File: config.mk
export PLATFORM = sky130hd
export DESIGN_NAME = mem_strobe_sequencer
export DESIGN_NICKNAME = d
export VERILOG_FILES = /design/src/rtl/mem_strobe_sequencer.sv
export SDC_FILE = /design/constraint.sdc
export NUM_CORES = 1
export LEC_CHECK = 0
export ABC_AREA = 1
export CORE_AREA = 2 2 108 110
export CTS_CLUSTER_DIAMETER = 150
export CTS_CLUSTER_SIZE = 30
export DETAILED_ROUTE_END_ITERATION = 6
export DIE_AREA = 0 0 110 112
export GPL_ROUTABILITY_DRIVEN = 0
export PLACE_DENSITY = 0.84
export SLEW_MARGIN = 30
export SYNTH_ARGS = -nofsm -noshare
export SYNTH_HDL_FRONTEND = slang
export SYNTH_SLANG_ARGS = --single-unit
File: constraint.sdc
create_clock -name clk -period 1.85 [get_ports clk]
set_input_delay 0.37 -clock clk [delete_from_list [all_inputs] [get_ports clk]]
set_output_delay 0.37 -clock clk [all_outputs]
set_load 0.02 [all_outputs]
File: src/rtl/mem_strobe_sequencer.sv
// -----------------------------------------------------------------------------
// mem_strobe_sequencer
//   Sits behind the addr[31:30] chip-select decoder and runs one bus request at
//   a time against an asynchronous-style memory/IO device. The request and the
//   decoder selects are captured at acceptance; the block then drives the chosen
//   active-low chip enable plus the OE_n/WE_n strobe with programmable setup,
//   wait and hold timing, and returns a single-cycle response.
//
//   Every output is a register. Strobe/enable/response registers are loaded
//   from the current state, so pin activity trails the state by one cycle;
//   req_ready is loaded on the same edge as the state it reflects.
//
// Ports
//   clk, rst_n                    clock, synchronous active-low reset
//   req_valid/req_ready           request handshake
//   req_we, req_addr, req_wdata   request direction, address, write data
//   memce0, memce1, cs            decoder selects (active-high, sampled at accept)
//   mem_ce0_n, mem_ce1_n, io_cs_n chip enables (active-low)
//   mem_oe_n, mem_we_n            read / write strobes (active-low)
//   mem_addr, mem_wdata           registered address [29:0] and write data
//   mem_rdata                     device read data
//   rsp_valid, rsp_rdata, rsp_err one-cycle response, read data, select error
// -----------------------------------------------------------------------------
module mem_strobe_sequencer #(
  parameter int DW        = 32,
  parameter int SETUP_CYC = 1,
  parameter int WAIT_CYC  = 2,
  parameter int HOLD_CYC  = 1
) (
  input  logic          clk,
  input  logic          rst_n,
  input  logic          req_valid,
  output logic          req_ready,
  input  logic          req_we,
  input  logic [31:0]   req_addr,
  input  logic [DW-1:0] req_wdata,
  input  logic          memce0,
  input  logic          memce1,
  input  logic          cs,
  output logic          mem_ce0_n,
  output logic          mem_ce1_n,
  output logic          io_cs_n,
  output logic          mem_oe_n,
  output logic          mem_we_n,
  output logic [29:0]   mem_addr,
  output logic [DW-1:0] mem_wdata,
  input  logic [DW-1:0] mem_rdata,
  output logic          rsp_valid,
  output logic [DW-1:0] rsp_rdata,
  output logic          rsp_err
);

  localparam int MAX_CYC = (SETUP_CYC > WAIT_CYC) ?
                           ((SETUP_CYC > HOLD_CYC) ? SETUP_CYC : HOLD_CYC) :
                           ((WAIT_CYC  > HOLD_CYC) ? WAIT_CYC  : HOLD_CYC);
  localparam int CW = $clog2(MAX_CYC) + 1;

  typedef enum logic [2:0] {
    IDLE, SETUP, ACCESS, HOLD, RESP, ERR
  } state_e;

  state_e          state_q;
  logic [CW-1:0]   cnt_q;
  logic            we_q;
  logic [2:0]      sel_q;      // {cs, memce1, memce0}, one-hot when valid
  logic [29:0]     addr_q;
  logic [DW-1:0]   wdata_q;
  logic [DW-1:0]   rdata_q;
  logic            ready_q;
  logic            ce0_n_q, ce1_n_q, io_n_q, oe_n_q, we_n_q;
  logic            rsp_valid_q, rsp_err_q;
  logic [DW-1:0]   rsp_rdata_q;

  // Address bits [31:30] belong to the upstream decoder only.
  logic            unused_addr_hi;
  assign unused_addr_hi = ^req_addr[31:30];

  // NOTE: === makes an X/Z select count as "not selected"; synthesis treats it as ==.
  logic [2:0] sel_in;
  logic       sel_ok;
  logic       in_xfer;
  assign sel_in  = {cs === 1'b1, memce1 === 1'b1, memce0 === 1'b1};
  assign sel_ok  = (sel_in == 3'b001) || (sel_in == 3'b010) || (sel_in == 3'b100);
  assign in_xfer = (state_q == SETUP) || (state_q == ACCESS) || (state_q == HOLD);

  // NOTE: sequential state uses non-blocking assignments only, so every register
  // below sees the pre-edge value of every other register regardless of order.
  always_ff @(posedge clk) begin
    if (!rst_n) begin
      state_q     <= IDLE;
      cnt_q       <= '0;
      we_q        <= 1'b0;
      sel_q       <= '0;
      addr_q      <= '0;
      wdata_q     <= '0;
      rdata_q     <= '0;
      ready_q     <= 1'b1;
      ce0_n_q     <= 1'b1;
      ce1_n_q     <= 1'b1;
      io_n_q      <= 1'b1;
      oe_n_q      <= 1'b1;
      we_n_q      <= 1'b1;
      rsp_valid_q <= 1'b0;
      rsp_err_q   <= 1'b0;
      rsp_rdata_q <= '0;
    end else begin
      // Pin registers follow the current state; the selected CE is the only
      // one that can fall, and strobes only fall inside the CE window.
      ce0_n_q     <= !(in_xfer && sel_q[0]);
      ce1_n_q     <= !(in_xfer && sel_q[1]);
      io_n_q      <= !(in_xfer && sel_q[2]);
      oe_n_q      <= !((state_q == ACCESS) && !we_q);
      we_n_q      <= !((state_q == ACCESS) &&  we_q);
      rsp_valid_q <= (state_q == RESP) || (state_q == ERR);
      rsp_err_q   <= (state_q == ERR);
      rsp_rdata_q <= ((state_q == RESP) && !we_q) ? rdata_q : '0;

      unique case (state_q)
        IDLE: begin
          if (req_valid && ready_q) begin
            we_q    <= req_we;
            sel_q   <= sel_in;
            addr_q  <= req_addr[29:0];
            wdata_q <= req_wdata;
            ready_q <= 1'b0;
            cnt_q   <= CW'(SETUP_CYC - 1);
            state_q <= sel_ok ? SETUP : ERR;
          end
        end
        SETUP: begin
          if (cnt_q == '0) begin
            cnt_q   <= CW'(WAIT_CYC - 1);
            state_q <= ACCESS;
          end else begin
            cnt_q <= cnt_q - CW'(1);
          end
        end
        ACCESS: begin
          if (cnt_q == '0) begin
            if (!we_q) rdata_q <= mem_rdata;
            cnt_q   <= CW'(HOLD_CYC - 1);
            state_q <= HOLD;
          end else begin
            cnt_q <= cnt_q - CW'(1);
          end
        end
        HOLD: begin
          if (cnt_q == '0) state_q <= RESP;
          else             cnt_q   <= cnt_q - CW'(1);
        end
        RESP, ERR: begin
          ready_q <= 1'b1;
          state_q <= IDLE;
        end
        default: state_q <= IDLE;
      endcase
    end
  end

  assign req_ready = ready_q;
  assign mem_ce0_n = ce0_n_q;
  assign mem_ce1_n = ce1_n_q;
  assign io_cs_n   = io_n_q;
  assign mem_oe_n  = oe_n_q;
  assign mem_we_n  = we_n_q;
  assign mem_addr  = addr_q;
  assign mem_wdata = wdata_q;
  assign rsp_valid = rsp_valid_q;
  assign rsp_err   = rsp_err_q;
  assign rsp_rdata = rsp_rdata_q;

endmodule

==> results.md <==
- Sink Count: 143
- Area of the multi-input gates: 0.001780 mm²
- Power per standard cell area: 1400 mW/mm²
- Yosys reg bits: 143
- Reg-to-reg endpoint: rdata_q[19]$_SDFFE_PN0P_
- Core Rows: 39
- Pre-Repair DR Iteration Count: 4
- CTS tree: built
- Wire length per cell: roughly 15 µm
- HPWL after DPL: 9472 µm
- Final slew viol count: 0
- FILL cells: around 900
- Clock skew: 0.006479 ns
- Final Hold Vio Count: 0
- Leak pwr: 2.925 nW
- Min-delay src: sel_q[2]$_SDFFE_PN0P_
- Share of layout cells above drive strength 1: 7.246%
- Die footprint: between 0.01 and 0.015 mm²
- Actual slew at the worst max-slew pin: 0.4405 ns
- Final setup fails: 0
- Antenna diodes: 0
- Number of DRC markers in iteration 0: 350
- Clock Path Buffers: 2
- Met3 Track Usage GR: 6.616%
- Mapped Avg Cell Area: approximately 8.1 µm²
- Worst setup EP type: output pin
- Slowest stage cell, crit path: clkdlybuf4s50_1
- GR peak layer: met2
- Worst Setup Path Type: flop to output pin
- RR Startpoint: cnt_q[0]$_SDFFE_PN0P_
- Hold Path End: io_cs_n$_SDFF_PN1_
- Peak VDD IR: about 630 µV
- Hold-critical path depth: 1
- Total Wirelength: 14170 µm
- DIE WIDTH: 110 µm
- Data arrival time of the worst path: ~1.4 ns
- GR Util met1: between 20% and 30%
- Worst min path class: flop to flop
- FF+latch area: 0.002863 mm²
- Flop2flop setup slack: 0.28 ns
- Tot GR Track Use: 23.44%
- Final std cells w/o fill: a little under 1000
- # H-tree levels: 4
- Number of buffers created by CTS: 17
- Syn-to-layout area delta: 52.64%
- Vias in the first global route: just under 5000
- Die Ht: 112 µm
- DR vias: about 4900
- Final Core Density: 69.22%
- Post-synthesis cell area: 0.005067 mm²
- FMAX: 0.5641 GHz
- Maximum fanout along the worst path: 2
- Syn. warnings: 0
- Largest net degree at the start of global routing: 70
- Min cycle time layout: between 1.5 and 2 ns
- Final ANT Viol Nets: 0
- Port Buf Inserts: between 200 and 250
- Final nets: 921
- Root Driver: clkbuf_16
- CP max stage delay: approximately 0.64 ns
- Share of the clock period used by the worst path: 95.83%
- Placed Instances: ~940
- Sequential-to-total area share from yosys stat: approximately 56%
- Slew headroom: 70.63%
- Boundary pin count: 205
- Via density: 4.995
- CTS clock-pin slew for the worst setup and hold paths: 0.06 ns
- First-pass GRT wire length: roughly 23000 µm
- Total power: 0.01083 W
- Max_cap viols: 0
- Mapped Nets: 729
- CP Cell Sequence: clkdlybuf4s50_1
- Initial antenna violation count: 0
- Gate Count Post-Synth: 623
- Clock Latency Late Sink: 0.41 ns
- Grt ovf: 0
- CP bufs+invs: 1
- Worst EP required: between 1 and 1.5 ns
- Status: finished clean
- Initial Util: 45.35%
- Worst r2r path cells: 7
- Area of the core region: 0.01117 mm²
- Crit path max-delay family: buffers and inverters
- Yosys cell types: 24
- RSZ-0062 raised after global routing: false
- DRC viols: 0
- M2 GR Usage: 39.43%
- Worst Setup Start Kind: flop
layer usage:
layer  vias to the layer above  routed length [µm]
li1                       2383                   -
met1                      2239                5525
met2                       180                7185
met3                        48                 844
met4                         0                 613
met5                         -                   0
sequential cells by signal, indices dropped and copies added, names as in the netlist:
register and cells:
mem_oe_n 1, sel_q 3, req_ready 1, rdata_q 32, mem_ce1_n 1, mem_ce0_n 1
rsp_err 1, mem_we_n 1, io_cs_n 1, cnt_q 2, we_q 1, mem_addr 30
state_q 3, mem_wdata 32, rsp_rdata 32, rsp_valid 1
placed cells by master (no fill, tap or decap), drive strengths merged:
cell type | Yosys | routed
nand3 | 81 | 81
clkinv | 0 | 3
nand4 | 2 | 2
nand2 | 85 | 85
dfxtp | 143 | 143
a21oi | 70 | 70
nor3 | 1 | 1
clkdlybuf4s50 | 0 | 201
ha | 3 | 3
inv | 50 | 52
clkbuf | 10 | 20
nor2 | 107 | 108
nand3b | 1 | 1
dlymetal6s2s | 0 | 1
bufinv | 0 | 1
o21ai | 38 | 38
buf | 32 | 12
clkinvlp | 0 | 6
cells in the mapped netlist:
library cell	n	area (µm²)
nand3_1	80	400.4
nor2_4	2	22.52
buf_2	22	110.1
nand2_2	3	18.77
nand4_1	2	12.51
clkbuf_1	10	37.54
nor2_2	2	12.51
o21ai_1	3	15.01
a21oi_1	70	350.3
inv_2	5	18.77
o21ai_0	35	175.2
nor3_1	1	5.000
nor2_1	103	386.6
ha_1	3	37.54
inv_1	44	165.2
nand3_2	1	10.01
nand3b_1	1	7.510
dfxtp_1	143	2863
inv_4	1	6.260
nand2_1	81	304.0
buf_1	1	3.750
buf_4	2	15.01
buf_6	7	78.83
nand2_4	1	11.26
report_power, final:
group          total (W)  leakage, nW  internal (W)  switching, W
clock            0.00324        0.261       0.00192       0.00131
sequential       0.00407         1.16       0.00372      0.000345
combinational    0.00352         1.50       0.00141       0.00212
repair_timing:
item	CTS	global route
buffers inserted	0	2
gates resized for setup	1	2
setup endpoints to repair	32	30
hold buffers	0	0
cloned	1	0
pin swaps	1	1
worst max-delay path by stage:
stage	cells after the start	endpoint	slack, ns	startpoint
final	1	mem_addr[10]	0.08	mem_addr[10]$_SDFFE_PN0P_
after global routing	1	mem_addr[10]	0.03	mem_addr[10]$_SDFFE_PN0P_
after CTS	1	req_ready	0.02	req_ready$_SDFFE_PN1P_
after detailed placement	7	rdata_q[22]$_SDFFE_PN0P_	-0.22	cnt_q[0]$_SDFFE_PN0P_
after global placement	7	rdata_q[26]$_SDFFE_PN0P_	-0.13	cnt_q[0]$_SDFFE_PN0P_
after floorplan	6	mem_wdata[21]$_SDFFE_PN0P_	0.55	req_ready$_SDFFE_PN1P_
final cells by class:
type	count	area share [%]
Tap cell	143	2.313
Multi-Input combinational cell	389	23.02
Sequential cell	143	37.01
Clock inverter	12	1.440
Timing Repair Buffer	214	27.82
Inverter	50	2.491
Clock buffer	20	5.904
kinds of logic (layout without fill, tap and decap cells):
group	after synthesis	after routing	share of synthesized area, %
buffers and inverters	92	296	8.593
AND/OR/NAND/NOR	277	278	23.51
AO/OA/AOI/OAI	108	108	10.67
adder cells (fa/ha/maj)	3	3	0.7408
flip-flops	143	143	56.49
stage by stage:
stage	instance area [µm²]	worst slack, ns	setup TNS (ns)	hold slack, ns
after detailed placement	7136	-0.2206	-5.749	0.3921
after floorplan	5067	0.5520	0	0.3806
after global placement	7136	-0.1300	-4.049	0.3919
after global routing	7735	0.03067	0	0.4193
final	7735	0.07722	0	0.4100
after CTS	7712	0.01888	0	0.4066
Note: power is estimated with default switching activity, not from simulation.
